--- config.mk ---
export PLATFORM = sky130hd
export DESIGN_NAME = switch_debounce_fsm
export DESIGN_NICKNAME = d
export VERILOG_FILES = /design/src/rtl/switch_debounce_fsm_pkg.sv /design/src/rtl/switch_debounce_fsm_sync_2ff.sv /design/src/rtl/switch_debounce_fsm.sv
export SDC_FILE = /design/constraint.sdc
export NUM_CORES = 1
export LEC_CHECK = 0
export BUFFER_PORTS_ARGS = -buffer_cell sky130_fd_sc_hd__buf_2
export CORE_ASPECT_RATIO = 0.5
export CORE_UTILIZATION = 55
export DETAILED_ROUTE_END_ITERATION = 8
export MAX_ROUTING_LAYER = met4
export PLACE_DENSITY = 0.71
export SETUP_SLACK_MARGIN = 0.1
export SYNTH_ARGS = -nofsm -noshare
export SYNTH_HDL_FRONTEND = slang
export SYNTH_SLANG_ARGS = --single-unit
--- constraint.sdc ---
create_clock -name i_Clk -period 6.6 [get_ports i_Clk]
set_input_delay 1.32 -clock i_Clk [delete_from_list [all_inputs] [get_ports i_Clk]]
set_output_delay 1.32 -clock i_Clk [all_outputs]
set_load 0.1 [all_outputs]
--- src/rtl/switch_debounce_fsm_pkg.sv ---
// Shared state encoding and default timing constants for the push-button debouncer.
package switch_debounce_pkg;

    localparam int STATE_W = 2;

    typedef enum logic [STATE_W-1:0] {
        IDLE         = 2'd0,
        PRESS_PEND   = 2'd1,
        PRESSED      = 2'd2,
        RELEASE_PEND = 2'd3
    } state_t;

    // 10 ms debounce and 1 s long press at a 25 MHz clock
    localparam int DEFAULT_DEBOUNCE_LIMIT   = 250000;
    localparam int DEFAULT_LONG_PRESS_LIMIT = 25000000;
    localparam int DEFAULT_ACTIVE_LEVEL     = 1;

endpackage

--- src/rtl/switch_debounce_fsm_sync_2ff.sv ---
// Two-flop synchroniser for an asynchronous pin, with a selectable reset level.
module sync_2ff
    import switch_debounce_pkg::*;
#(
    parameter logic RESET_VAL = 1'b0
) (
    input  logic i_Clk,
    input  logic i_Rst_L,
    input  logic i_D,
    output logic o_Q
);

    logic r_meta;
    logic r_sync;

    always_ff @(posedge i_Clk or negedge i_Rst_L) begin
        if (!i_Rst_L) begin
            r_meta <= RESET_VAL;
            r_sync <= RESET_VAL;
        end else begin
            r_meta <= i_D;
            r_sync <= r_meta;
        end
    end

    assign o_Q = r_sync;

endmodule

--- src/rtl/switch_debounce_fsm.sv ---
// Debounces a raw push-button into a clean level plus press/release/long-press strobes.
// Defining SWITCH_DEBOUNCE_TOGGLE_EN adds an o_Toggle output that flips on every press.
module switch_debounce_fsm
    import switch_debounce_pkg::*;
#(
    parameter int DEBOUNCE_LIMIT   = DEFAULT_DEBOUNCE_LIMIT,
    parameter int LONG_PRESS_LIMIT = DEFAULT_LONG_PRESS_LIMIT,
    parameter int ACTIVE_LEVEL     = DEFAULT_ACTIVE_LEVEL
) (
    input  logic i_Clk,
    input  logic i_Rst_L,
    input  logic i_Switch,
    output logic o_Switch,
    output logic o_Press_Pulse,
    output logic o_Release_Pulse,
    output logic o_Long_Press
`ifdef SWITCH_DEBOUNCE_TOGGLE_EN
    ,
    output logic o_Toggle
`endif
);

    localparam int DEB_W  = $clog2(DEBOUNCE_LIMIT) + 1;
    localparam int LONG_W = $clog2(LONG_PRESS_LIMIT) + 1;
    localparam logic [DEB_W-1:0]  DEB_LAST     = DEB_W'(DEBOUNCE_LIMIT - 1);
    localparam logic [LONG_W-1:0] LONG_MAX     = LONG_W'(LONG_PRESS_LIMIT);
    localparam logic              RELEASED_LVL = (ACTIVE_LEVEL != 0) ? 1'b0 : 1'b1;

    logic              w_sync;
    logic              w_s_in;
    state_t            r_state;
    state_t            w_state_nxt;
    logic [DEB_W-1:0]  r_deb_cnt;
    logic [DEB_W-1:0]  w_deb_nxt;
    logic [DEB_W-1:0]  w_deb_inc;
    logic [LONG_W-1:0] r_long_cnt;
    logic [LONG_W-1:0] w_long_nxt;
    logic [LONG_W-1:0] w_long_inc;
    logic              r_switch;
    logic              w_switch_nxt;
    logic              r_press;
    logic              w_press_nxt;
    logic              r_release;
    logic              w_release_nxt;
    logic              r_long;
    logic              w_long_nxt_pulse;
    logic              r_long_fired;
    logic              w_long_fired_nxt;

    sync_2ff #(
        .RESET_VAL (RELEASED_LVL)
    ) u_sync (
        .i_Clk   (i_Clk),
        .i_Rst_L (i_Rst_L),
        .i_D     (i_Switch),
        .o_Q     (w_sync)
    );

    // After this, 1 always means pressed regardless of button wiring
    assign w_s_in     = w_sync ^ RELEASED_LVL;
    assign w_deb_inc  = r_deb_cnt + 1'b1;
    assign w_long_inc = r_long_cnt + 1'b1;

    always_ff @(posedge i_Clk or negedge i_Rst_L) begin
        if (!i_Rst_L) begin
            r_state      <= IDLE;
            r_deb_cnt    <= '0;
            r_long_cnt   <= '0;
            r_switch     <= 1'b0;
            r_press      <= 1'b0;
            r_release    <= 1'b0;
            r_long       <= 1'b0;
            r_long_fired <= 1'b0;
        end else begin
            r_state      <= w_state_nxt;
            r_deb_cnt    <= w_deb_nxt;
            r_long_cnt   <= w_long_nxt;
            r_switch     <= w_switch_nxt;
            r_press      <= w_press_nxt;
            r_release    <= w_release_nxt;
            r_long       <= w_long_nxt_pulse;
            r_long_fired <= w_long_fired_nxt;
        end
    end

    always_comb begin
        w_state_nxt      = r_state;
        w_deb_nxt        = r_deb_cnt;
        w_switch_nxt     = r_switch;
        w_press_nxt      = 1'b0;
        w_release_nxt    = 1'b0;
        w_long_nxt_pulse = 1'b0;
        w_long_fired_nxt = r_long_fired;
        w_long_nxt       = r_long_cnt;

        // Entering a PEND state already counts as the first stable cycle
        case (r_state)
            IDLE: begin
                if (w_s_in) begin
                    w_state_nxt = PRESS_PEND;
                    w_deb_nxt   = '0;
                end
            end
            PRESS_PEND: begin
                if (!w_s_in) begin
                    w_state_nxt = IDLE;
                    w_deb_nxt   = '0;
                end else if (w_deb_inc == DEB_LAST) begin
                    w_state_nxt  = PRESSED;
                    w_deb_nxt    = '0;
                    w_switch_nxt = 1'b1;
                    w_press_nxt  = 1'b1;
                end else begin
                    w_deb_nxt = w_deb_inc;
                end
            end
            PRESSED: begin
                if (!w_s_in) begin
                    w_state_nxt = RELEASE_PEND;
                    w_deb_nxt   = '0;
                end
            end
            RELEASE_PEND: begin
                if (w_s_in) begin
                    w_state_nxt = PRESSED;
                    w_deb_nxt   = '0;
                end else if (w_deb_inc == DEB_LAST) begin
                    w_state_nxt      = IDLE;
                    w_deb_nxt        = '0;
                    w_switch_nxt     = 1'b0;
                    w_release_nxt    = 1'b1;
                    w_long_fired_nxt = 1'b0;
                end else begin
                    w_deb_nxt = w_deb_inc;
                end
            end
            default: begin
                w_state_nxt = IDLE;
                w_deb_nxt   = '0;
            end
        endcase

        // A release qualifying on the same edge suppresses the long-press strobe
        if (w_press_nxt) begin
            w_long_nxt = '0;
        end else if (r_switch && (r_long_cnt != LONG_MAX)) begin
            w_long_nxt = w_long_inc;
            if ((w_long_inc == LONG_MAX) && !r_long_fired && !w_release_nxt) begin
                w_long_nxt_pulse = 1'b1;
                w_long_fired_nxt = 1'b1;
            end
        end
    end

    assign o_Switch        = r_switch;
    assign o_Press_Pulse   = r_press;
    assign o_Release_Pulse = r_release;
    assign o_Long_Press    = r_long;

`ifdef SWITCH_DEBOUNCE_TOGGLE_EN
    logic r_toggle;

    always_ff @(posedge i_Clk or negedge i_Rst_L) begin
        if (!i_Rst_L) begin
            r_toggle <= 1'b0;
        end else if (w_press_nxt) begin
            r_toggle <= ~r_toggle;
        end
    end

    assign o_Toggle = r_toggle;
`endif

endmodule

==> summary by stage, run 1 <==
CTS
For this design, the sink count on the clock tree is 54. The maximum clock path buffer count is 2. The clock root buffer master is clkbuf_16. For the worst-skew pair, the clock arrives at the later sink with an insertion delay of 0.30 ns. Clock-pin slew was measured on the worst setup and hold paths at 0.07 ns.

The count of hold-fix buffers inserted at cts is 0. The post-cts repair resize count is 0. The number of levels in the clock H-tree is 2.

The clock tree from TritonCTS is done. The number of buffers added by the clock tree synthesis step is 5. The post-CTS setup buffer count is 0.

Timing
The fraction of the cycle the final worst path needs is 53.9%. Across all hold checks on the routed design, the worst slack comes to 0.355 ns. The setup skew after layout is 0.00676 ns.

Measured against its own limit, the worst slew margin works out to 22.3%. Setup violations remaining at the end of the flow were counted as 0. The final number of max-transition violations is 0.

Setup repair after global routing left no endpoint under its margin. The hold violation total from the final report was 0. Counting I/O delays and the setup requirement, the final critical path takes 3.56 ns. The upper clock frequency limit is 281 MHz. The transition time at the pin with the least slew margin is 1.16 ns.

Once routing completed, OpenROAD measured the worst setup slack at 3.04 ns. The setup TNS is 0 ns.

Logic synthesis
The mean area per synthesized cell is 8.73 sq um. Yosys mapped the design onto 57 distinct sky130hd cell types. The flip-flop cell with the highest count after synthesis is dfrtp_1. For this run, asynchronously set or reset flops after synthesis account for 100%.

Ranked by instance count, the synthesized netlist is headed by dfrtp_1 (54), nand2_1 (43), nor2_1 (42). The number of flip-flops and latches in the synthesized netlist is 54. The combined area of all synthesized cells is 3440 sq um. In the post-synthesis netlist, the biggest area contributors are dfrtp_1 (39%), xor2_1 (5.3%), nand2_1 (4.7%).

The net count of the mapped netlist is 402. The post-synthesis cell type with the largest combined area is dfrtp_1. The register area share after synthesis is 39.3%.

Of the post-synthesis cell area, the dominant cell type holds 39.3%. During synthesis, Yosys emitted a total of 0 warnings. Synthesis produced 394 cells. Yosys instantiated no cell more often than dfrtp_1. The number of flops mapped to enable cells by yosys is 0.

Worst setup path
The startpoint type of the worst setup path is a flip-flop. The start-to-end type of the worst setup path is flip-flop to flip-flop. The end of the worst register-to-register path is r_long_cnt[23]. The critical path data arrival time is 3.69 ns. For the worst flop-to-flop path, the logic depth is 8.

The critical path starts at r_deb_cnt[0]. The top fanout value on the critical path is 27. The slack of the worst reg-to-reg path is 3.04 ns. The critical path capture point type is a flip-flop. STA puts the critical path data required time at 6.74 ns.

The launching point of the worst reg2reg path is r_deb_cnt[0].

Power
IR analysis of the VDD net gives a maximum drop of 124 uV. Sequential cells account for 50.8% of the total power. Cell internal power was estimated by the tool at 0.000516 W. For this design the static power due to leakage is 1.52 nW. The net switching fraction of the power is 21.7%. The clock network accounts for 46.2% of the total power. For this design the ratio of total power to cell area is 182 nW/um^2. In this run the power spent charging and discharging nets is 0.000143 W. The share of total power dissipated in combinational logic is 3.0%.

Floorplanning
The die area is 6600 sq um. The standard-cell row count is 19. The overall die width is 114 um. For this design the top-level I/O count stands at 7. The core outline area is 5750 sq um.

In this run the vertical extent of the chip is 57.9 um. The initial utilization of the core area, before any placement, comes to 59.8%.

Routing
After detailed routing, the number of remaining DRC violations is 0. After detailed routing, the total wire length is 7.25 mm. The number of vias in the routed layout is 2,871.

After detailed routing, the average wire length per cell comes to 15.4 um. The first routing iteration left 172 violations. The length of the first detailed-routing pass in iterations is 4. The remaining number of nets flagged by the antenna check after routing is 0. In the routed layout, each cell is associated on average with a via count of 6.11.

Placement
Buffers placed on the I/O ports in this run total 6. The final estimated routing congestion in global placement is 0.929. The HPWL reported at the end of detailed placement is 4.99 mm. The minimum setup slack after placement is 3.08 ns.

Hold path
The end point of the most critical hold path is u_sync.o_Q. The worst hold path class is flip-flop to flip-flop. The worst hold path startpoint is u_sync.r_meta. The worst hold path passes through 0 cells.

Layout
The final design utilization is 62.9%. The area growth from synthesis to layout is 5.16%. The final layout contains 393 nets. The post-route netlist has 9.07% of its cells at a drive strength greater than 1.

The repair_antennas step left the layout with diodes totalling 0.

Global routing
The first global-routing pass estimated 12.2 mm of wire. The pin count of the biggest net entering global routing is 55. After global routing the overflow that remains totals 0. The global routing usage summed across all routing layers is 25.0%.

The initial antenna violation count is 0. The via count of the first global-routing pass came to 2,596.

Run
The tool flagged a number of max-cap violations equal to 0.

Run status
The run finished with clean final reports.
[power by group through the flow]
stage,combinational (W),sequential (W),clock [W]
floorplan,0.0000105,0.000341,0
global placement,0.0000199,0.000341,0
detailed placement,0.0000204,0.000342,0
CTS,0.0000204,0.000335,0.000312
global route,0.0000229,0.000335,0.000327
finish,0.0000198,0.000335,0.000305
[registers in the layout, indices dropped and copies added, names as in the netlist, named ones only]
register         cells
r_long_cnt          26
r_deb_cnt           19
o_Long_Press         1
o_Press_Pulse        1
o_Release_Pulse      1
o_Switch             1
r_long_fired         1
r_state              1
u_sync.o_Q           1
u_sync.r_meta        1
[cell usage in the layout (no fill, tap or decap), drive strengths merged, types with 2 or more instances in the layout]
cell type,synthesis,final
a211o,2,2
a21o,3,3
a21oi,8,8
a22o,4,4
a2bb2oi,2,2
and2,10,10
and3,11,11
and4,4,4
buf,11,7
clkbuf,12,5
clkinvlp,0,2
dfrtp,54,54
ha,5,5
inv,6,6
mux2,3,3
mux2i,3,3
nand2,43,43
nand2b,7,7
nand3,27,27
nand4,17,17
nor2,52,52
nor2b,6,6
nor3,11,11
nor3b,3,3
nor4,5,5
nor4b,2,2
nor4bb,3,3
o2111ai,3,3
o21ai,15,15
o31ai,8,8
o32ai,2,2
or2,2,2
or3,3,3
or4,2,2
xnor2,10,10
xor2,21,21
[stage by stage]
stage / cell area, sq um / total power [W] / instances
after floorplan: 3440 / 0.000351 / 394
after detailed placement: 3450 / 0.000362 / 462
after global routing: 3620 / 0.000685 / 470
after CTS: 3620 / 0.000667 / 470
final: 3620 / 0.000659 / 470
after global placement: 3450 / 0.000361 / 462
[area by class of cell]
class                           instances  area, sq um
Inverter                                6         22.5
Fill cell                             472         2130
Clock buffer                            5          125
Tap cell                               84          105
Sequential cell                        54         1350
Multi-Input combinational cell        311         1930
Timing Repair Buffer                    7         37.5
Clock inverter                          3         45.0
[cell families (layout without fill, tap and decap cells)]
logic type | after synthesis | in the layout | share of synthesized area (%)
mux | 6 | 6 | 1.85
fa+ha+maj | 5 | 5 | 1.82
flops | 54 | 54 | 39.3
buf+inv | 29 | 21 | 4.58
compound gates | 58 | 58 | 11.8
simple gates | 211 | 211 | 32.8
xor+xnor | 31 | 31 | 7.89
[metal layers]
metal | routed length (um) | global-route usage (%) | up-vias
met5 | 0 | - | -
met4 | 102 | 9.09 | 0
met3 | 298 | 7.64 | 12
met2 | 3320 | 38.9 | 61
met1 | 3530 | 31.1 | 1412
li1 | - | - | 1386
[worst max-delay path: stages (launching register included)]
cell and delay (ns):
dfrtp_1 0.43, ha_1 0.28, and4_1 0.38, nand4_1 0.15, or3_4 0.40, a2bb2oi_1 0.15
or4b_4 0.51, nor3_4 0.94, nor2_1 0.14
[worst max path at each step]
stage | end | slack (ns) | cells past startpoint
finish | r_long_cnt[23] | 3.04 | 8
global route | r_long_cnt[7] | 2.80 | 8
CTS | r_long_cnt[23] | 3.05 | 8
detailed placement | r_long_cnt[23] | 3.08 | 8
global placement | r_long_cnt[22] | 3.24 | 8
floorplan | r_long_cnt[12] | 3.89 | 10
Power figures use the tool's default switching activity.
==> run 2: changes to the inputs <==
==> constraint.sdc (replaced) <==
create_clock -name i_Clk -period 3.6 [get_ports i_Clk]
set_input_delay 0.72 -clock i_Clk [delete_from_list [all_inputs] [get_ports i_Clk]]
set_output_delay 0.72 -clock i_Clk [all_outputs]
set_load 0.1 [all_outputs]
==> summary by stage, run 2 (synthesis results as in run 1) <==
Layout
The number of flip-flops in the largest register is 26. The layout filler cell count is 514. 0 antenna diodes ended up in the layout. The finished cells cover 3620 sq um.

The final layout net count is 394. The share of layout cells above drive strength 1 is 9.07%. The most frequent standard cell in the layout excluding fill and tap cells is dfrtp_1.

The library cells used most frequently in the layout, excluding fill and tap cells, are dfrtp_1 (54), nand2_1 (43), nor2_1 (42), nand3_1 (26), xor2_1 (21). The area growth from synthesis to layout is 5.35%. The largest registers in the layout are r_long_cnt (26), r_deb_cnt (19).

The register containing the most flip-flops in the final layout is r_long_cnt. The post-route non-filler standard cell count is 470. The area occupied by multi-input gates is 1930 sq um. In the final layout, flip-flops and latches occupy 1350 sq um.

CTS
The count of hold-fix buffers inserted at cts is 0. The H-tree was split into 2 levels. The clock sink count is 54.

Clock-pin slew was measured on the worst setup and hold paths at 0.07 ns. The maximum clock path buffer count is 2. The post-CTS setup buffer count is 0.

The later pin in the worst-skew pair is clocked with a latency of 0.29 ns. TritonCTS built the clock tree. The cell sitting at the root of the clock tree is a clkbuf_16. The number of gates resized after CTS was 0. The number of buffers added by the clock tree synthesis step is 5.

Hold path
The path with the worst hold slack has its endpoint at u_sync.o_Q. The path class of the tightest hold or removal check is flip-flop to flip-flop. The worst hold path begins at u_sync.r_meta. The depth of the worst hold-timing path is 0.

Timing
For the pin with the worst max-slew slack, the measured transition is 0.917 ns. The fraction of the cycle the final worst path needs is 85.0%. Subtracting the final worst setup slack from the clock period gives 3.06 ns. The setup TNS is 0 ns.

The worst pin sits at a relative slew slack of 38.6%. Setup repair after global routing left no endpoint under its margin. The hold violation total from the final report is 0. The final count of negative-setup-slack endpoints is 0. The setup skew after layout is 0.00518 ns.

The final number of max-transition violations is 0. The upper clock frequency limit is 327 MHz.

Routing
The first routing iteration left 163 violations. Dividing the detail-routed via count by the number of cells gives 5.96. After detailed routing, the average wire length per cell comes to 15.4 um. The number of vias in the routed layout is 2,799. In this run the remaining antenna-violating nets after routing total 0.

The post-detailed-route DRC marker count is 0. The first detailed-routing pass ran for 5 iterations. The total routed wirelength is 7.25 mm.

Worst setup path
The delay contributed by the slowest stage of the critical path is 0.51 ns. The end of the worst register-to-register path is r_long_cnt[4]. STA classifies the critical path endpoint as a flip-flop.

The start point of the critical path is r_deb_cnt[0]. Counting cells, the worst reg-to-reg path comes to 9. Traced cell by cell, the critical path runs through ha_1, and4_1, nand4_1, or3_4, a2bb2oi_1, or4b_4, nor3_4, buf_4, nor2_1. The required time of the critical path is 3.77 ns. The worst setup path is launched from a flip-flop. Of all nets on the critical path, the largest fanout is 27. The slowest stage of the critical path is the or4b_4 cell. The start-to-end type of the worst setup path is flip-flop to flip-flop. The critical path data arrival time is 3.23 ns.

The worst register-to-register path begins at r_deb_cnt[0]. On the critical path the largest part of the delay comes from simple AND/OR/NAND/NOR gates. The setup check on the worst reg-to-reg path leaves a slack of 0.54 ns. The total buffers and inverters traversed by the critical path is 1.

Placement
The total instance count after detailed placement is 463. The final estimated routing congestion in global placement is 0.954. Port buffering added 6 buffers.

The placed cell area is 3460 sq um. Once detailed placement completed, the half-perimeter wirelength came to 5.13 mm.

Floorplanning
The initial utilization of the core area, before any placement, comes to 59.8%. The die area is 6600 sq um. From bottom edge to top edge, the die measures 57.9 um. The core region is 5750 sq um.

During I/O placement, the number of pins put on the boundary was 7. The overall die width is 114 um. The floorplan has 19 rows.

Run
Across the run, the number of max-cap violations was 0.

Power
Across the VDD grid, the largest voltage drop is 251 uV. The power per standard cell area is 332 nW/um^2. The static leakage is 1.53 nW. The post-layout total power is 0.00120 W.

Global routing
The first global-routing pass estimated 12.7 mm of wire. Summed over all layers, the global routing overflow is 0. The via count of the first global-routing pass is 2,660. Across every metal layer, demand over resource in global routing totals 25.6%. The initial antenna violation count came to 0. The pin count of the biggest net entering global routing is 44.

Run status
The flow ran to the end, and the final reports show no timing, DRC or antenna violations.
==> run 2: cell types whose count changed in the layout (fill, tap and decap cells not counted), sizes merged <==
cell	change
buf	+1
clkbuf	+1
clkinvlp	-2
==> run 2: through the flow <==
stage / hold slack, ns / setup WS (ns) / util, %
after floorplan: 0.331 / 0.890 / -
after global placement: 0.332 / 0.739 / 60.1
after detailed placement: 0.336 / 0.581 / 60.1
after CTS: 0.351 / 0.565 / 63.0
after global routing: 0.356 / 0.315 / 63.0
final: 0.349 / 0.539 / 63.0
==> run 2: how the worst max path moves through the flow <==
| stage | endpoint | slack, ns | depth (start not counted) |
|---|---|---|---|
| floorplan | r_long_cnt[12] | 0.89 | 10 |
| global placement | r_long_cnt[4] | 0.74 | 9 |
| detailed placement | r_long_cnt[23] | 0.58 | 9 |
| CTS | r_long_cnt[18] | 0.56 | 9 |
| global route | r_long_cnt[25] | 0.31 | 9 |
| finish | r_long_cnt[4] | 0.54 | 9 |
==> run 2: worst register-to-register path: stages, from the launching register on <==
cell and delay, ns:
dfrtp_1 0.44, ha_1 0.29, and4_1 0.38, nand4_1 0.17
or3_4 0.41, a2bb2oi_1 0.15, or4b_4 0.51, nor3_4 0.17
buf_4 0.34, nor2_1 0.10
==> run 2: area by class of cell <==
| cell class | count | area share (%) |
|---|---|---|
| multi-input combinational | 311 | 53.3 |
| sequential | 54 | 37.3 |
| clock buffer | 6 | 3.83 |
| tap | 84 | 2.90 |
| timing repair buffer | 8 | 1.24 |
| clock inverter | 1 | 0.828 |
| inverter | 6 | 0.621 |
==> run 2: per-layer routing <==
layer,global-route usage [%],up-vias,share of wire (%)
li1,-,1384,-
met2,40.0,56,45
met5,-,-,0
met3,4.18,9,4.5
met4,9.09,0,1.2
met1,34.3,1350,49
==> run 2: power by group <==
group	switching, W	total, W	leakage, nW	internal [W]
sequential	0.00000447	0.000615	0.746	0.000610
combinational	0.0000285	0.0000368	0.699	0.00000834
clock	0.000210	0.000554	0.0829	0.000343
total	0.000243	0.00120	1.53	0.000962
==> run 3: changes to the inputs <==
--- a/config.mk
+++ b/config.mk
@@ -6,11 +6,13 @@
 export NUM_CORES = 1
 export LEC_CHECK = 0
 export BUFFER_PORTS_ARGS = -buffer_cell sky130_fd_sc_hd__buf_2
+export CELL_PAD_IN_SITES_DETAIL_PLACEMENT = 0
+export CELL_PAD_IN_SITES_GLOBAL_PLACEMENT = 2
 export CORE_ASPECT_RATIO = 0.5
-export CORE_UTILIZATION = 55
+export CORE_UTILIZATION = 40
 export DETAILED_ROUTE_END_ITERATION = 8
 export MAX_ROUTING_LAYER = met4
-export PLACE_DENSITY = 0.71
+export PLACE_DENSITY_LB_ADDON = 0.1
 export SETUP_SLACK_MARGIN = 0.1
 export SYNTH_ARGS = -nofsm -noshare
 export SYNTH_HDL_FRONTEND = slang
==> summary by stage, run 3 (synthesis results as in run 1) <==
Run status
The flow ran to the end, and the final reports show no timing, DRC or antenna violations.

Timing
Setup violations remaining at the end of the flow were counted as 0. Adding up every negative setup slack in the final design gives 0 ns. The hold violation total from the final report is 0. The fraction of the cycle the final worst path needs is 86.3%. The final hold slack is 0.354 ns. Setup repair after global routing left no endpoint under its margin. The worst pin sits at a relative slew slack of 30.9%. The clock period could shrink to 3.11 ns. At the pin with the least slew margin, the transition time is 1.04 ns. The setup skew after layout is 0.00685 ns. The upper clock frequency limit is 322 MHz. The final number of max-transition violations was 0.

CTS
The post-CTS setup buffer count is 0. The clock-pin slew on the worst setup and hold paths is 0.07 ns. The number of levels in the clock H-tree is 2. The maximum clock path buffer count is 2. TritonCTS built the clock tree. The number of buffers added by the clock tree synthesis step is 5. The clock root buffer master is clkbuf_16. The count of hold-fix buffers inserted at cts is 0. The post-cts repair resize count is 0.

The clock sink count is 54. The later pin in the worst-skew pair is clocked with a latency of 0.30 ns.

Hold path
The tightest min-delay check is of the flip-flop to flip-flop type. For hold timing, the worst endpoint is u_sync.o_Q. Counting instances, the worst hold path has a depth of 0. The startpoint identified for the worst hold timing path is u_sync.r_meta.

Layout
The area of all sequential standard cells is 1350 sq um. The layout filler cell count is 832. The repair_antennas step left the layout with diodes totalling 0. r_long_cnt holds more flip-flops than any other register. The register with the most flip-flops in the layout has 26 of them.

In the final layout, the registers with the most flip-flops are r_long_cnt (26), r_deb_cnt (19). The area occupied by multi-input gates is 1930 sq um. Relative to the synthesized area, the layout overhead comes to 5.96%. Summing all non-filler instances in the final layout gives an area of 3650 sq um. The share of layout cells above drive strength 1 is 9.28%.

The library cell used most frequently in the layout, excluding fill and tap cells, is dfrtp_1. The final layout net count is 395. The library cells used most frequently in the layout, excluding fill and tap cells, are dfrtp_1 (54), nand2_1 (43), nor2_1 (42), nand3_1 (26), xor2_1 (21).

Floorplanning
For this design the top-level I/O count stands at 7. The core region is 8170 sq um. The die covers 9000 sq um. The chip height is 67.6 um. In this run the core area contains 23 standard-cell rows.

Once the floorplan was initialized, standard cells occupied 42.1% of the core. The overall die width is 133 um.

Routing
The length of the first detailed-routing pass in iterations is 4. The post-detailed-route DRC marker count is 0. Detailed routing inserted a total of 2,853 vias. The remaining number of nets flagged by the antenna check after routing is 0. The average vias per placed instance is 5.71. The total routed wirelength is 8.13 mm. The number of DRC markers in iteration 0 is 220. The detail-routed net length per standard cell is 16.3 um.

Power
Per report_power, the sequential group accounts for 53.2% of the total. In this run, the clock network consumes 43.3% of the power. Dividing total power by cell area gives a power density of 317 nW/um^2. Per report_power, the combinational group accounts for 3.4% of the total.

The internal cell power is 0.000896 W. The net switching fraction of the power is 22.4%. The switching power is 0.000259 W. The peak ir drop on the vdd network is 175 uV. The post-layout total power is 0.00115 W.

The static leakage is 1.52 nW.

Worst setup path
STA puts the critical path data arrival time at 3.28 ns. The required time of the critical path is 3.77 ns. The launching point of the worst reg2reg path is r_deb_cnt[0]. STA classifies the critical path endpoint as a flip-flop.

In this run the number of cells on the critical path is 9. The top fanout value on the critical path is 27. The start-to-end type of the worst setup path is flip-flop to flip-flop. The startpoint type of the worst setup path is a flip-flop. The cell family with the largest share of critical-path delay is simple AND/OR/NAND/NOR gates. The total buffers and inverters traversed by the critical path is 1. In this run the critical register-to-register path is captured at r_long_cnt[18]. The cell with the largest stage delay on the worst path is or4b_4. The largest single stage delay on the critical path is 0.51 ns.

The setup check on the worst reg-to-reg path leaves a slack of 0.49 ns. The worst reg-to-reg path cell count is 9. Walking the worst path, the cells encountered are ha_1, and4_1, nand4_1, or3_4, a2bb2oi_1, or4b_4, nor3_4, buf_4, nor2_1.

Global routing
Entering global routing, the biggest net connects 45 pins. Global routing used 20.7% of the available tracks. The via count of the first global-routing pass is 2,710. The sum of overflow across all layers after global routing is 0. The first global-routing pass estimated 13.9 mm of wire.

The initial antenna violation count is 0.

Placement
Summed over all nets, the half-perimeter wirelength after detailed placement is 5.70 mm. Input and output buffers added on the ports amount to 6. The final estimated routing congestion in global placement is 0.823. The placed cell area is 3500 sq um.

Run
Max-cap violations in this run came to 0.
==> run 3: changes by cell type in the layout (fill, tap and decap cells not counted) <==
| cell | delta |
|---|---|
| buf_4 | +1 |
| bufinv_16 | -1 |
| clkbuf_1 | +1 |
| clkinv_2 | +1 |
==> run 3: stage by stage <==
stage / utilization, % / instances / worst slack [ns]
floorplan: - / 394 / 0.890
global placement: 42.8 / 492 / 0.616
detailed placement: 42.8 / 492 / 0.515
CTS: 44.6 / 500 / 0.504
global route: 44.6 / 500 / 0.257
finish: 44.6 / 500 / 0.493
==> run 3: power by group through the flow <==
stage	clock network, W	registers, W	logic (W)
detailed placement	0	0.000626	0.0000408
CTS	0.000515	0.000614	0.0000408
global route	0.000537	0.000615	0.0000460
global placement	0	0.000626	0.0000397
floorplan	0	0.000625	0.0000192
finish	0.000500	0.000614	0.0000397
==> run 3: how the worst max path moves through the flow <==
stage	startpoint	end	slack, ns
floorplan	r_deb_cnt[0]	r_long_cnt[12]	0.89
global placement	r_deb_cnt[0]	r_long_cnt[3]	0.62
detailed placement	r_deb_cnt[0]	r_long_cnt[18]	0.52
CTS	r_deb_cnt[0]	r_long_cnt[18]	0.50
global route	r_deb_cnt[0]	r_long_cnt[18]	0.26
finish	r_deb_cnt[0]	r_long_cnt[18]	0.49
==> run 3: final cells by class <==
type / count / share of cell area [%]
Inverter: 6 / 0.618
Timing Repair Buffer: 9 / 1.44
Tap cell: 112 / 3.84
Multi-Input combinational cell: 311 / 53.0
Clock buffer: 7 / 3.91
Sequential cell: 54 / 37.1
Clock inverter: 1 / 0.137
==> run 3: per-layer routing <==
layer  share of wire, %  wire [um]  vias to the layer above  track usage [%]
met3                4.0        325                       10             3.90
met5                  0          0                        -                -
met2                 46       3720                       54             34.0
met4                1.1         87                        0             5.54
met1                 49       4000                     1400             26.7
li1                   -          -                     1389                -
